--- src/rtl/pipe_skid_reg.sv ---
// Two-entry skid-buffered pipeline register with a sticky sideband and a synchronous flush.
// Latency: one cycle from accept to dn_data. A continuous dn_ready sustains one transfer per cycle.
// Backpressure: up_ready falls only when both entries are held. All outputs come straight from flops.
module pipe_skid_reg #(
  parameter int              DW      = 128,
  parameter int              SW      = 1,
  parameter logic [DW-1:0]   NOP_VAL = '0
) (
  input  logic          clk,
  input  logic          rst_n,
  input  logic          flush,
  input  logic          up_valid,
  output logic          up_ready,
  input  logic [DW-1:0] up_data,
  input  logic [SW-1:0] up_sticky,
  output logic          dn_valid,
  input  logic          dn_ready,
  output logic [DW-1:0] dn_data,
  output logic [SW-1:0] dn_sticky,
  output logic [1:0]    occ
);

  // The state encoding doubles as the occupancy count.
  typedef enum logic [1:0] {
    EMPTY = 2'd0,
    ONE   = 2'd1,
    TWO   = 2'd2
  } state_t;

  state_t        state_q, state_d;
  logic [DW-1:0] main_q, main_d;
  logic [DW-1:0] skid_q, skid_d;
  logic [SW-1:0] sticky_q, sticky_d;
  logic          up_ready_q;
  logic          dn_valid_q;
  logic          accept;
  logic          pop;

  // The handshake qualifiers use the registered flags, so up_data is ignored when up_valid is low and dn_ready is ignored when the stage is empty.
  assign accept = up_valid & up_ready_q;
  assign pop    = dn_valid_q & dn_ready;

  // Next-state and datapath selection. Flush overrides everything, including an accept in the same cycle.
  always_comb begin
    state_d  = state_q;
    main_d   = main_q;
    skid_d   = skid_q;
    sticky_d = sticky_q;
    if (flush) begin
      state_d  = EMPTY;
      main_d   = NOP_VAL;
      skid_d   = NOP_VAL;
      sticky_d = '0;
    end else begin
      if (accept) begin
        sticky_d = up_sticky;
      end
      case (state_q)
        EMPTY: begin
          if (accept) begin
            main_d  = up_data;
            state_d = ONE;
          end
        end
        ONE: begin
          if (accept && pop) begin
            main_d = up_data;
          end else if (accept) begin
            skid_d  = up_data;
            state_d = TWO;
          end else if (pop) begin
            main_d  = NOP_VAL;
            state_d = EMPTY;
          end
        end
        TWO: begin
          // up_ready is low here, so a pop is the only possible event.
          if (pop) begin
            main_d  = skid_q;
            skid_d  = NOP_VAL;
            state_d = ONE;
          end
        end
        default: begin
          state_d = EMPTY;
          main_d  = NOP_VAL;
          skid_d  = NOP_VAL;
        end
      endcase
    end
  end

  // State, payload and handshake flags. The flags are precomputed from the next state so no output passes through logic.
  always_ff @(posedge clk or negedge rst_n) begin
    if (!rst_n) begin
      state_q    <= EMPTY;
      main_q     <= NOP_VAL;
      skid_q     <= NOP_VAL;
      sticky_q   <= '0;
      up_ready_q <= 1'b1;
      dn_valid_q <= 1'b0;
    end else begin
      state_q    <= state_d;
      main_q     <= main_d;
      skid_q     <= skid_d;
      sticky_q   <= sticky_d;
      up_ready_q <= (state_d != TWO);
      dn_valid_q <= (state_d != EMPTY);
    end
  end

  assign up_ready  = up_ready_q;
  assign dn_valid  = dn_valid_q;
  assign dn_data   = main_q;
  assign dn_sticky = sticky_q;
  assign occ       = state_q;

endmodule

--- config.mk ---
export PLATFORM = sky130hd
export DESIGN_NAME = pipe_skid_reg
export DESIGN_NICKNAME = d
export VERILOG_FILES = /design/src/rtl/pipe_skid_reg.sv
export SDC_FILE = /design/constraint.sdc
export NUM_CORES = 1
export LEC_CHECK = 0
export ABC_AREA = 1
export BUFFER_PORTS_ARGS = -buffer_cell sky130_fd_sc_hd__buf_2
export CAP_MARGIN = 20
export CORE_MARGIN = 2
export CORE_UTILIZATION = 41
export CTS_CLUSTER_SIZE = 40
export DETAILED_ROUTE_END_ITERATION = 7
export SYNTH_ARGS = -nofsm -noshare
export SYNTH_HDL_FRONTEND = slang
export SYNTH_SLANG_ARGS = --single-unit
--- constraint.sdc ---
create_clock -name clk -period 4 [get_ports clk]
set_clock_uncertainty 0.2 [all_clocks]
set_input_delay 0.8 -clock clk [delete_from_list [all_inputs] [get_ports clk]]
set_output_delay 0.8 -clock clk [all_outputs]
set_load 0.03 [all_outputs]
== Word-level counts from Yosys, hierarchy flattened ==
Index checks and enable logic that the tools add are counted.
Widths: inputs -> output; s select.

* Bitwise logic cells: 2
* Reductions and logical operators: 6
* Multiplexer cells: 19
* Equal/unequal tests: 10

{| class="wikitable"
|+ Operators with widths
! cell !! count
|-
| $mux 128 || 8
|-
| $pmux 128 s3 || 2
|-
| $mux 2 || 6
|-
| $ne 3x3->1 const B || 4
|-
| $ne 4x4->1 const B || 2
|-
| $reduce_and 4->1 || 2
|-
| $pmux 2 s3 || 1
|-
| $ne 2x2->1 const B || 2
|-
| $reduce_bool 2->1 || 2
|-
| $and 1x1->1 || 2
|-
| $eq 2x1->1 const B || 1
|-
| $eq 2x2->1 const B || 1
|-
| $logic_not 2->1 || 1
|-
| $mux 1 || 2
|-
| $logic_and 1x1->1 || 1
|}

* Input bits: 134
* Output and inout port bits: 133
* Flip-flop bits (word level): 261

== Depth between registers and ports, before layout ==
* Depth after elaboration: 7
* Gate-level depth with buffers: 10
* Gate-level depth less buffers: 7

== Worst setup path after synthesis ==
OpenSTA, ideal clock, no wires.

* Path kind: input to register
* Start point: in flush
* End point: reg main_q[31], in the netlist dn_data[31]
* Setup slack: 1.855 ns
* Arrival time: 1.812 ns
* Buffers on the path: 5
* Cell stages on the path: 10
* Cells stage by stage: inv_2 buf_2 nand3_1 nand3_2 buf_6 buf_6 buf_4 buf_6 nand2_1 o21ai_1

* Word-level cells in the longest chain between the ends: 2
* Elaborated cells on any way between the ends: 6
* Classes of those cells: eq/ne: 4; mux: 1; reduce/logical: 1

{| class="wikitable"
|+ RTL lines
! what !! line !! source
|-
| from (decl) || 11 || <nowiki>input logic flush,</nowiki>
|-
| $ne 4x4->1 (no line) or $ne 3x3->1 (tied branches) || n/a ||
|-
| $reduce_and 4->1 (no line) || n/a ||
|-
| to (signal assigned) || 104 || <nowiki>main_q <= main_d;</nowiki>
|-
| to (decl) || 31 || <nowiki>logic [DW-1:0] main_q, main_d;</nowiki>
|}

Parallel ways exist; a longest one is shown, timed or not.
A chain may end at the register's enable or synchronous reset.

== Worst setup path after layout ==
* Start point: reg state_q[1], in the netlist occ[1]
* End point: out occ[1]

{| class="wikitable"
|+ RTL lines
! what !! line !! source
|-
| from (decl) || 30 || <nowiki>state_t state_q, state_d;</nowiki>
|-
| from (signal assigned) || 103 || <nowiki>state_q <= state_d;</nowiki>
|-
| to (decl) || 20 || <nowiki>output logic [1:0] occ</nowiki>
|}

No word-level cell between the ends.

==> results.md <==
* Filler cell count in the final layout at ~3800
* Clock Tree Root: clkbuf_16
* Reg clk slew, reported paths at roughly 0.050 ns
* Clock H-tree levels at 2
* Routed wire length at 47700 um
* CTS sink cnt at 261
* FF+latch area at approximately 6500 um^2
* Crit-path cells: buf_4, buf_2
* Leakage at around 10 nW
* Worst setup SP type: register
* Share of cells above drive strength 1 at between 10% and 20%
* Slew headroom at between 10% and 20%
* Max Cap Viol at 0
* Power density over the cells at 457 nW/um^2
* Worst path max stage delay at 0.68 ns
* Hold Slack at about 0.026 ns
* Fin. max-slew vios at 0
* Core Area at approximately 37000 um^2
* Die area at approximately 40000 um^2
* DRT iter0 DRCs at 1071
* Tot GR Track Use at 24.7%
* CTS Buffer Depth at 3
* Setup_tns at 0 ns
* Area delta synth->final at 17.0%
* Postcts setup bufs at 0
* Post-cts resize count at 0
* Period utilization at about 80%
* Row count at 70
* I/O pin cnt at 267
* Setup CP Type: register to output pin
* Starting Density at 41.8%
* Drt pass-1 iters at 5
* CTS tree: built
* CTS Hold Bufs at 0
* Yosys reg bits at 261
* Latest clock arrival within the worst-skew pair at 0.51 ns
* RSZ-0062 raised after global routing: false
* Max rail drop VDD at approximately 0.00026 V
* Cell Area, Synth at around 15000 um^2
* Slew @ Worst Pin at 1.26 ns
* Port Buffers at 266
* Final setup viols at 0
* Syn_nets at 2535
* Fmax at 0.315 GHz
* Most common cell after layout, fill and taps aside: nand2_1
* Crit end category: output pin
* Critical Path AT at 2.17 ns
* Syn Area/Cell at 6.40 um^2
* Slowest cell on the critical path: dfrtp_4
* Final #Nets at roughly 2700
* Outcome: finished clean
* Worst hold path class: input port to asynchronous set/reset pin
* Synth Instances at 2401
* Avg Vias per Cell at between 4 and 5
* First-pass GRT wire length at 77800 um
* Die height at around 200 um
* Initial antenna violation count at 11
* Vias at 15149
* DRC Markers at 0
* Multi-input logic area at between 7000 and 8000 um^2
* Fin crit period at about 3.2 ns
* Required @ worst endpoint at 3.00 ns
* Post-synthesis sequential area ratio at a little over two fifths
* ANT nets after route at 0
* Pin count of the biggest net entering global routing at 259
* Die X at 198 um
* Post-synth cell types at 19
* Routed wire length per instance at 15.7 um
* Final Wtd Congestion at roughly 0.78
* Final hold vios at 0
* Most frequent cells in the layout: 1035 x nand2_1, 264 x buf_2, 260 x inv_1
* Gr ovfl total at 0
* CP Max Fanout at 55
* Final HPWL DP at about 27000 um
* CTS Buf Count at 34
* Vias in the first global route at 14733
* Yosys warns at 0
-- critical path: cells and delay by family, from the launching register on --
kind                   cells  cell delay [ns]
DFF                        1             0.68
buffers and inverters      2             0.97
-- synth_stat cells --
master,instances,area share (%)
nor2_1,133,3.2
dfrtp_1,260,42
inv_2,2,0.049
nand3_2,1,0.065
o21ai_0,91,3.0
o21ai_1,41,1.3
nand3_1,259,8.4
dfstp_2,1,0.17
buf_1,23,0.56
nor2_2,1,0.041
buf_4,1,0.049
buf_2,69,2.2
clkbuf_1,85,2.1
nand2_1,1037,25
nor3_1,128,4.2
buf_6,6,0.44
nand4_1,2,0.081
inv_1,260,6.4
or2_2,1,0.041
-- cells by family after synthesis --
logic type	count (synthesis)	synth area share (%)
simple gates	1562	41.4
compound gates	132	4.30
buf+inv	446	11.8
flops	261	42.5
-- routing by layer --
| layer | up-vias | GRT usage, % | wire length, um |
|---|---|---|---|
| li1 | 7637 | - | - |
| met1 | 7007 | 32.8 | 21500 |
| met2 | 418 | 40.5 | 22000 |
| met3 | 83 | 4.34 | 2920 |
| met4 | 4 | 9.13 | 1250 |
| met5 | - | 0 | 24 |
-- state kept, by name (all words and copies together), names as in the netlist --
| signal | cells |
|---|---|
| dn_data | 128 |
| dn_sticky | 1 |
| dn_valid | 1 |
| occ | 2 |
| skid_q | 128 |
| up_ready | 1 |
-- stage by stage --
step           util (%)  cell area (um^2)  total power [mW]  instances  setup WS, ns
2_1_floorplan         -             15400              4.52       2401          1.86
3_3_place_gp       45.8             16800              5.20       2972         0.922
3_5_place_dp       45.8             16800              5.22       2972         0.888
4_1_cts            48.8             18000              8.30       3030         0.799
5_1_grt            48.8             18000              8.68       3036         0.748
6_report           48.9             18000              8.22       3040         0.829
-- power by group --
group          leakage, nW  total [mW]  internal, mW  switching, mW
logic                 6.32        2.08         0.536           1.55
clock network        0.547        3.05          1.89           1.16
registers             3.52        3.09          2.92          0.169
-- final cells by class --
cell class                      instances  share of cell area [%]
Tap cell                              468                    3.26
Clock buffer                           55                    5.97
Antenna cell                           10                   0.139
Timing Repair Buffer                  287                    9.19
Clock inverter                          3                   0.223
Sequential cell                       261                    36.4
Multi-Input combinational cell       1694                    39.4
Inverter                              262                    5.50
-- worst paths after layout --
check / startpoint / end / slack (ns) / cells after the start
min in group clk: skid_q[21] / skid_q[21] / 0.27 / 2
worst max-delay path: occ[1] / occ[1] / 0.83 / 2
worst min-delay path: rst_n / dn_data[38] / 0.03 / 1
max in group asynchronous: rst_n / dn_data[120] / 2.69 / 2
worst max register to register: occ[1] / skid_q[2] / 1.16 / 7
worst min register to register: skid_q[21] / skid_q[21] / 0.27 / 2
(Power assumes the default switching activity.)
